`config.mk`:
```
export PLATFORM = sky130hd
export DESIGN_NAME = mem_2r2w_ctrl
export DESIGN_NICKNAME = d
export VERILOG_FILES = /design/src/rtl/mem_ctrl_pkg.sv /design/src/rtl/mem_2r2w_ctrl_shift.sv /design/src/rtl/mem_2r2w_ctrl.sv
export SDC_FILE = /design/constraint.sdc
export NUM_CORES = 1
export LEC_CHECK = 0
export ABC_AREA = 1
export CORE_MARGIN = 8
export CORE_UTILIZATION = 35
export DETAILED_ROUTE_END_ITERATION = 7
export PLACE_DENSITY = 0.88
export SYNTH_ARGS = -nofsm -noshare
export SYNTH_HDL_FRONTEND = slang
export SYNTH_SLANG_ARGS = --single-unit
```
`constraint.sdc`:
```
create_clock -name clk -period 1.1 [get_ports clk]
set_input_delay 0.22 -clock clk [delete_from_list [all_inputs] [get_ports clk]]
set_output_delay 0.22 -clock clk [all_outputs]
set_load 0.01 [all_outputs]
```
`src/rtl/mem_ctrl_pkg.sv`:
```
// Shared types and helpers for the 2R2W memory controller.
package mem_ctrl_pkg;

   typedef enum logic [1:0] {RESET, INIT, READY} state_t;

   function automatic logic [31:0] init_value(input logic [31:0] idx,
                                              input logic [31:0] strt,
                                              input logic [31:0] incr);
      return strt + idx * incr;
   endfunction

endpackage

```
`src/rtl/mem_2r2w_ctrl_shift.sv`:
```
// Fixed-latency shift delay line, cleared on reset; DELAY=0 is a plain wire.
module mem_2r2w_ctrl_shift #(
   parameter int WIDTH = 1,
   parameter int DELAY = 0
) (
   input  logic             clk,
   input  logic             rst,
   input  logic [WIDTH-1:0] din,
   output logic [WIDTH-1:0] dout
);

   generate
      if (DELAY == 0) begin : g_wire
         logic unused_ok;
         assign unused_ok = clk ^ rst;
         assign dout = din;
      end else begin : g_pipe
         logic [DELAY-1:0][WIDTH-1:0] stage;
         always_ff @(posedge clk) begin
            if (rst) begin
               stage <= '0;
            end else begin
               stage[0] <= din;
               for (int i = 1; i < DELAY; i++) stage[i] <= stage[i-1];
            end
         end
         assign dout = stage[DELAY-1];
      end
   endgenerate

endmodule

```
`src/rtl/mem_2r2w_ctrl.sv`:
```
// Client-side controller for a 2R2W memory atom: reset-time init, write
// collision resolution, write alignment to read latency and write-first forwarding.
module mem_2r2w_ctrl
   import mem_ctrl_pkg::*;
#(
   parameter int NUMADDR    = 8,
   parameter int BITADDR    = 3,
   parameter int BITDATA    = 1,
   parameter int SRAM_DELAY = 0,
   parameter int RSTINIT    = 0,
   parameter int RSTSTRT    = 0,
   parameter int RSTINCR    = 0
) (
   input  logic               clk,
   input  logic               rst,
   output logic               ready,
   input  logic               read_0,
   input  logic [BITADDR-1:0] rd_adr_0,
   input  logic               read_1,
   input  logic [BITADDR-1:0] rd_adr_1,
   output logic               rd_vld_0,
   output logic [BITDATA-1:0] rd_dout_0,
   output logic               rd_vld_1,
   output logic [BITDATA-1:0] rd_dout_1,
   input  logic               write_2,
   input  logic [BITADDR-1:0] wr_adr_2,
   input  logic [BITDATA-1:0] wr_din_2,
   input  logic               write_3,
   input  logic [BITADDR-1:0] wr_adr_3,
   input  logic [BITDATA-1:0] wr_din_3,
   output logic               m_read_0,
   output logic [BITADDR-1:0] m_rd_adr_0,
   output logic               m_read_1,
   output logic [BITADDR-1:0] m_rd_adr_1,
   input  logic [BITDATA-1:0] m_rd_dout_0,
   input  logic [BITDATA-1:0] m_rd_dout_1,
   output logic               m_write_2,
   output logic [BITADDR-1:0] m_wr_adr_2,
   output logic [BITDATA-1:0] m_wr_din_2,
   output logic               m_write_3,
   output logic [BITADDR-1:0] m_wr_adr_3,
   output logic [BITDATA-1:0] m_wr_din_3
);

   localparam int WW = 1 + BITADDR + BITDATA;
   localparam int RW = 2 + BITDATA;

   state_t             state, state_nxt;
   logic [BITADDR-1:0] cnt;
   logic               active;

   always_ff @(posedge clk) begin
      if (rst) begin
         state <= RESET;
         cnt   <= '0;
      end else begin
         state <= state_nxt;
         cnt   <= (state == INIT) ? cnt + 1'b1 : '0;
      end
   end

   always_comb begin
      state_nxt = state;
      case (state)
         RESET:   state_nxt = (RSTINIT != 0) ? INIT : READY;
         INIT:    if (cnt == BITADDR'(NUMADDR - 1)) state_nxt = READY;
         default: state_nxt = state;
      endcase
   end

   assign ready  = (state == READY);
   // A reset cycle must not leak new traffic even while the state still reads READY.
   assign active = ready & ~rst;

   // Same-address collision: port 3 wins, port 2 is dropped.
   logic wen_2, wen_3;
   assign wen_3 = active & write_3;
   assign wen_2 = active & write_2 & ~(write_3 & (wr_adr_2 == wr_adr_3));

   logic [WW-1:0] wd2_q, wd3_q;

   mem_2r2w_ctrl_shift #(.WIDTH(WW), .DELAY(SRAM_DELAY)) u_wdly_2 (
      .clk(clk), .rst(rst), .din({wen_2, wr_adr_2, wr_din_2}), .dout(wd2_q));

   mem_2r2w_ctrl_shift #(.WIDTH(WW), .DELAY(SRAM_DELAY)) u_wdly_3 (
      .clk(clk), .rst(rst), .din({wen_3, wr_adr_3, wr_din_3}), .dout(wd3_q));

   logic [BITDATA-1:0] init_din;
   assign init_din = BITDATA'(init_value(32'(cnt), 32'(RSTSTRT), 32'(RSTINCR)));

   always_comb begin
      {m_write_2, m_wr_adr_2, m_wr_din_2} = wd2_q;
      if (state == INIT) begin
         m_write_2  = 1'b1;
         m_wr_adr_2 = cnt;
         m_wr_din_2 = init_din;
      end
   end

   assign {m_write_3, m_wr_adr_3, m_wr_din_3} = wd3_q;

   logic [1:0]              rd_req;
   logic [1:0][BITADDR-1:0] rd_adr;
   logic [1:0][BITDATA-1:0] m_dout;

   assign rd_req     = {read_1, read_0} & {2{active}};
   assign rd_adr     = {rd_adr_1, rd_adr_0};
   assign m_dout     = {m_rd_dout_1, m_rd_dout_0};
   assign m_read_0   = rd_req[0];
   assign m_read_1   = rd_req[1];
   assign m_rd_adr_0 = rd_adr_0;
   assign m_rd_adr_1 = rd_adr_1;

   // Same-cycle write hits ride with the read so the atom data can be overridden on return.
   for (genvar p = 0; p < 2; p++) begin : g_rd
      logic               hit2, hit3;
      logic [BITDATA-1:0] fwd;
      logic [RW-1:0]      rq;
      logic               vld_q;
      logic [BITDATA-1:0] dout_q;

      assign hit3 = wen_3 & (wr_adr_3 == rd_adr[p]);
      assign hit2 = wen_2 & (wr_adr_2 == rd_adr[p]);
      assign fwd  = hit3 ? wr_din_3 : wr_din_2;

      mem_2r2w_ctrl_shift #(.WIDTH(RW), .DELAY(SRAM_DELAY)) u_rfwd (
         .clk(clk), .rst(rst), .din({rd_req[p], hit2 | hit3, fwd}), .dout(rq));

      always_ff @(posedge clk) begin
         if (rst) begin
            vld_q  <= 1'b0;
            dout_q <= '0;
         end else begin
            vld_q <= rq[RW-1];
            if (rq[RW-1]) dout_q <= rq[RW-2] ? rq[BITDATA-1:0] : m_dout[p];
         end
      end
   end

   assign rd_vld_0  = g_rd[0].vld_q;
   assign rd_dout_0 = g_rd[0].dout_q;
   assign rd_vld_1  = g_rd[1].vld_q;
   assign rd_dout_1 = g_rd[1].dout_q;

endmodule

```
==> metrics.csv, run 1 <==
stage,metric,value,unit
clocking,tritoncts,built,
sta,rsz0062_at_grt,true,
synthesis,syn-num-nets,139,
layout,num_antenna_cells,0,
critical_path,start_kind,flip-flop,
layout,num-fill-cells,140,
clocking,ctsRootBufferMaster,clkbuf_4,
synthesis,yosysUniqueCellTypes,15,
layout,drive_gt1_share,44.8,%
sta,hold_viol,0,
sta,slew_headroom,83.5,%
critical_path,worst_ep_required_time,0.88,ns
global_route,grt_use_total,15.9,%
sta,min_period_over_period,119,%
place,portBuffers,44,
floorplanning,die_y,59.3,um
route,drc,0,
layout,fin_nets,195,
sta,hold_slack,0.432,ns
clocking,clk_latency,0.26,ns
clocking,numCtsBuffers,3,
global_route,grt_pass1_wl,4420,um
power,peakVddDrop,0.334,mV
layout,seq_area,101,um^2
floorplanning,die-area,0.00352,mm^2
synthesis,synthCells,117,
route,drt_iter0_drc,40,
status,status,"finished, violations left",
global_route,antenna_found_initial,0,
sta,setup_ws,-0.214,ns
synthesis,syn-cell-area,657,um^2
global_route,grt_max_degree,6,
clocking,htree_levels,1,
clocking,cts.sinks,5,
route,wl_per_cell,14.5,um
synthesis,yosysWarnings,0,
min_path,hp-class,in -> reg,
clocking,hold_buffers,0,
floorplanning,start_util,37.6,%
route,routed-via-count,927,
sta,finalClockSkew,0.00105,ns
sta,maxSlewViolCount,0,
route,drt.antenna.violating_nets,0,
synthesis,synthTopCellsByArea,"nand2_1, buf_4, dfxtp_1",
sta,fmax,761,MHz
layout,final_common_cell,nand2_1,
layout,final_cell_mix,"nand2_1, dlygate4sd2_1, buf_4",
critical_path,crit_type,reg -> out,
layout,syn_to_final_growth,95.4,%
synthesis,syn_area_per_cell,5.61,um^2
route,wl,2860,um
sta,setup-violations-final,7,
clocking,clk_path_buf_depth,2,
critical_path,critPathArrivalTime,1.09,ns
sta,layout_min_cycle_time,1.31,ns
synthesis,synth_top_area_share,21.7,%
global_route,grt_pass1_vias,992,
floorplanning,std_cell_rows,15,
place,gp_congestion,0.906,
power,p_leak,0.708,nW
flow_run,cap_violations,0,
sta,worstMarginPinSlew,0.246,ns
layout,multi_input_area,463,um^2
critical_path,end_kind,primary output,
floorplanning,pin_count,45,
place,place_hpwl,2010,um
synthesis,ys_seq_area_share,15.2,%
power,cellPowerDensity,660,mW/mm^2
status,violations,negative setup slack,
clocking,clk_pin_slew,0.05,ns
route,drtPass1Iterations,4,
floorplanning,die_width,59.3,um
critical_path,crit_fanout,3,
synthesis,ys_seq_elements,5,
synthesis,synth_largest_area_cell,nand2_1,
route,vias_per_cell,4.71,
place,dpl_worst_slack,-0.868,ns
global_route,grt_overflow,0,
floorplanning,core,0.00175,mm^2
where the power goes:
| group | leakage (nW) | internal (mW) | switching [mW] | total (mW) |
|---|---|---|---|---|
| logic | 0.652 | 0.201 | 0.213 | 0.413 |
| registers | 0.0411 | 0.189 | 0.00357 | 0.193 |
| clock network | 0.0150 | 0.139 | 0.102 | 0.241 |
| total | 0.708 | 0.529 | 0.318 | 0.847 |
kinds of logic after synthesis:
kind of cell / Yosys count / share of synthesized area, %
DFF: 5 / 15.2
AOI/OAI and AO/OA: 7 / 6.48
buffers and inverters: 37 / 29.1
xor gates and xnor gates: 5 / 6.67
and+or+nand+nor: 63 / 42.5
routing by layer:
layer,vias to the layer above,track usage [%],part of all wire (%)
li1,446,-,-
met1,434,16.1,39
met2,45,29.0,53
met3,2,4.12,6.9
met4,0,7.85,0.73
met5,-,0,0
cells in the mapped netlist (all sizes together):
master,n
nor2,11
dfxtp,5
xor2,2
nand4,1
a21oi,7
nand2,41
inv,23
nand3,10
xnor2,3
buf,14
worst max-delay path: stages (launching register included):
cell,delay (ns)
dfxtp_2,0.34
nand2_1,0.08
nor2_2,0.15
nand2_2,0.10
inv_2,0.06
buf_6,0.09
final timing paths:
| check | cells after the start | to | startpoint | slack, ns |
|---|---|---|---|---|
| setup / recovery | 5 | m_write_2 | state[1] | -0.21 |
| hold / removal | 3 | rd_dout_1 | rst | 0.43 |
| setup reg to reg | 8 | rd_dout_1 | state[1] | -0.18 |
| hold reg to reg | 2 | rd_dout_0 | rd_dout_0 | 0.45 |
layout make-up:
cell class,instances,area share (%)
repair buffers,65,44.6
multi-input cells,75,36.1
flip-flops and latches,5,7.89
inverters,23,6.92
well taps,25,2.44
clock buffers,4,2.05
state kept, by name (all words and copies together), names as in the netlist:
register	cells
rd_vld_0	1
rd_dout_1	1
rd_vld_1	1
rd_dout_0	1
state	1
timing repair:
action                                  4_1_cts  5_1_grt
gates cloned                                  0        0
endpoints found under the setup margin       25        9
buffers inserted                              6        2
pin swaps                                    10        8
resized for setup                           101       20
through the flow:
step                      TNS, ns  total power, mW  instance area (um^2)  instances  utilization (%)
after floorplan                 0            0.369                   658        117                -
after global placement     -10.16            0.561                  1140        187             65.2
after detailed placement   -10.51            0.574                  1140        187             65.2
after CTS                  -0.885            0.814                  1250        195             71.8
after global routing        -1.33            0.890                  1280        197             73.5
final                      -0.995            0.847                  1280        197             73.5
(Power assumes the default switching activity.)
==> run 2: changes to the inputs <==
--- a/config.mk
+++ b/config.mk
@@ -9,7 +9,7 @@
 export CORE_MARGIN = 8
 export CORE_UTILIZATION = 35
 export DETAILED_ROUTE_END_ITERATION = 7
-export PLACE_DENSITY = 0.88
+export PLACE_DENSITY = 0.8
 export SYNTH_ARGS = -nofsm -noshare
 export SYNTH_HDL_FRONTEND = slang
 export SYNTH_SLANG_ARGS = --single-unit
==> constraint.sdc (replaced) <==
create_clock -name clk -period 1.1 [get_ports clk]
set_input_delay 0.11 -clock clk [delete_from_list [all_inputs] [get_ports clk]]
set_output_delay 0.11 -clock clk [all_outputs]
set_load 0.01 [all_outputs]
==> metrics.csv, run 2 (synthesized netlist as in run 1, its figures left out) <==
stage,metric,value,unit
min_path,min_to,rd_dout_1,
power,clockPowerShare,28.1,%
min_path,hold_depth,3,
layout,syn_to_final_growth,84.0,%
power,pwr-share-comb,47.4,%
sta,maxSlewViolCount,0,
min_path,hp-start,rst,
power,p_seq_share,24.5,%
clocking,clk_path_buf_depth,2,
place,portBuffers,44,
route,drtPass1Iterations,4,
critical_path,crit_fanout,3,
route,vias_per_cell,4.46,
clocking,htree_levels,1,
critical_path,end_kind,primary output,
global_route,grt_pass1_vias,945,
flow_run,cap_violations,0,
sta,hold_slack,0.287,ns
global_route,grt_pass1_wl,3940,um
global_route,grt_max_degree,6,
critical_path,crit_type,reg -> out,
sta,slew_headroom,84.3,%
sta,setup_tns,-0.170,ns
clocking,numCtsBuffers,3,
power,cellPowerDensity,652,mW/mm^2
route,drt.antenna.violating_nets,0,
sta,fmax,860,MHz
floorplanning,die_width,59.3,um
floorplanning,die_y,59.3,um
critical_path,critPathArrivalTime,1.05,ns
route,wl_per_cell,12.2,um
place,gp_congestion,0.783,
global_route,grt_use_total,14.0,%
layout,multi_input_area,429,um^2
layout,num_antenna_cells,0,
sta,setup_ws,-0.0634,ns
power,p_leak,0.684,nW
clocking,ctsRootBufferMaster,clkbuf_4,
layout,drive_gt1_share,31.2,%
critical_path,start_kind,flip-flop,
critical_path,r2r_slack,-0.05,ns
route,drt_iter0_drc,5,
power,peakVddDrop,0.616,mV
floorplanning,die-area,0.00352,mm^2
global_route,antenna_found_initial,0,
route,routed-via-count,870,
layout,post-route-util,69.2,%
route,wl,2380,um
sta,hold_viol,0,
clocking,cts.sinks,5,
layout,num-fill-cells,164,
clocking,clk_latency,0.25,ns
critical_path,worst_ep_required_time,0.99,ns
sta,worstMarginPinSlew,0.233,ns
critical_path,reg2reg_from,state[1],
power,p_int,0.514,mW
sta,layout_min_cycle_time,1.16,ns
floorplanning,std_cell_rows,15,
sta,rsz0062_at_grt,true,
sta,min_period_over_period,106,%
global_route,grt_overflow,0,
min_path,hp-class,in -> reg,
layout,seq_area,101,um^2
layout,final_cell_mix,"nand2_1, dlygate4sd2_1, inv_1, buf_4, clkdlybuf4s50_1",
status,violations,negative setup slack,
status,status,"finished, violations left",
critical_path,reg2regPathDepth,8,
layout,final_common_cell,nand2_1,
sta,setup-violations-final,4,
layout,fin_nets,193,
route,drc,0,
place,place_hpwl,1960,um
clocking,tritoncts,built,
critical_path,reg2reg_to,rd_dout_0,
power,p_sw,0.274,mW
place,dpl_worst_slack,-0.641,ns
floorplanning,start_util,37.6,%
sta,finalClockSkew,0.00479,ns
power,switching_share,34.8,%
floorplanning,core,0.00175,mm^2
floorplanning,pin_count,45,
clocking,clk_pin_slew,0.05,ns
## run 2: cell count changes in the layout (fill, tap and decap cells not counted), moves of 2 or more
cell / previous run / this run
buf_4: 16 / 18
buf_6: 9 / 2
clkbuf_2: 6 / 0
clkdlybuf4s15_2: 5 / 0
clkdlybuf4s50_1: 5 / 12
dlygate4sd2_1: 18 / 27
inv_1: 15 / 18
inv_2: 7 / 5
nand3_1: 3 / 5
nand3_4: 3 / 1
## run 2: critical path, stage by stage, from the launching register on
cell     delay, ns
dfxtp_2       0.33
nand2_1       0.08
nor2_4        0.15
nand2_2       0.08
inv_1         0.05
buf_2         0.12
## run 2: power by group through the flow
stage	clock network (mW)	logic, mW	registers (mW)
floorplan	0	0.168	0.201
global placement	0	0.374	0.196
detailed placement	0	0.384	0.196
CTS	0.229	0.372	0.192
global route	0.244	0.409	0.193
finish	0.222	0.374	0.193
## run 2: worst max path at each step
stage           startpoint        end  depth (start not counted)
3_3_place_gp   wr_adr_2[1]  m_write_2                          8
6_report          state[1]  m_write_2                          5
5_1_grt           state[1]  rd_dout_0                          8
2_1_floorplan     state[1]  rd_dout_1                          7
4_1_cts           state[1]  m_write_2                          5
3_5_place_dp   wr_adr_3[0]  m_write_2                          9
## run 2: stage by stage
step	power [mW]	instances	instance area [um^2]
floorplan	0.369	117	658
global placement	0.570	190	1160
global route	0.846	195	1210
detailed placement	0.580	190	1160
finish	0.788	195	1210
CTS	0.793	195	1210
## run 2: routing by layer
layer / part of all wire, % / track usage, %
met5: 0 / 0
met4: 1.7 / 5.80
met3: 8.6 / 4.56
met2: 51 / 26.7
met1: 39 / 13.2
## run 2: repair_timing
item                                    CTS  global route
resized for setup                        61             4
hold buffers                              0             0
buffers inserted                          1             1
hold endpoints to repair                  0             0
endpoints found under the setup margin   25             6
pin swaps                                 9             9
## run 2: layout make-up
type | count | share of cell area [%]
timing repair buffer | 63 | 44.2
clock buffer | 4 | 2.17
inverter | 23 | 7.14
multi-input combinational | 75 | 35.5
sequential | 5 | 8.39
tap | 25 | 2.59
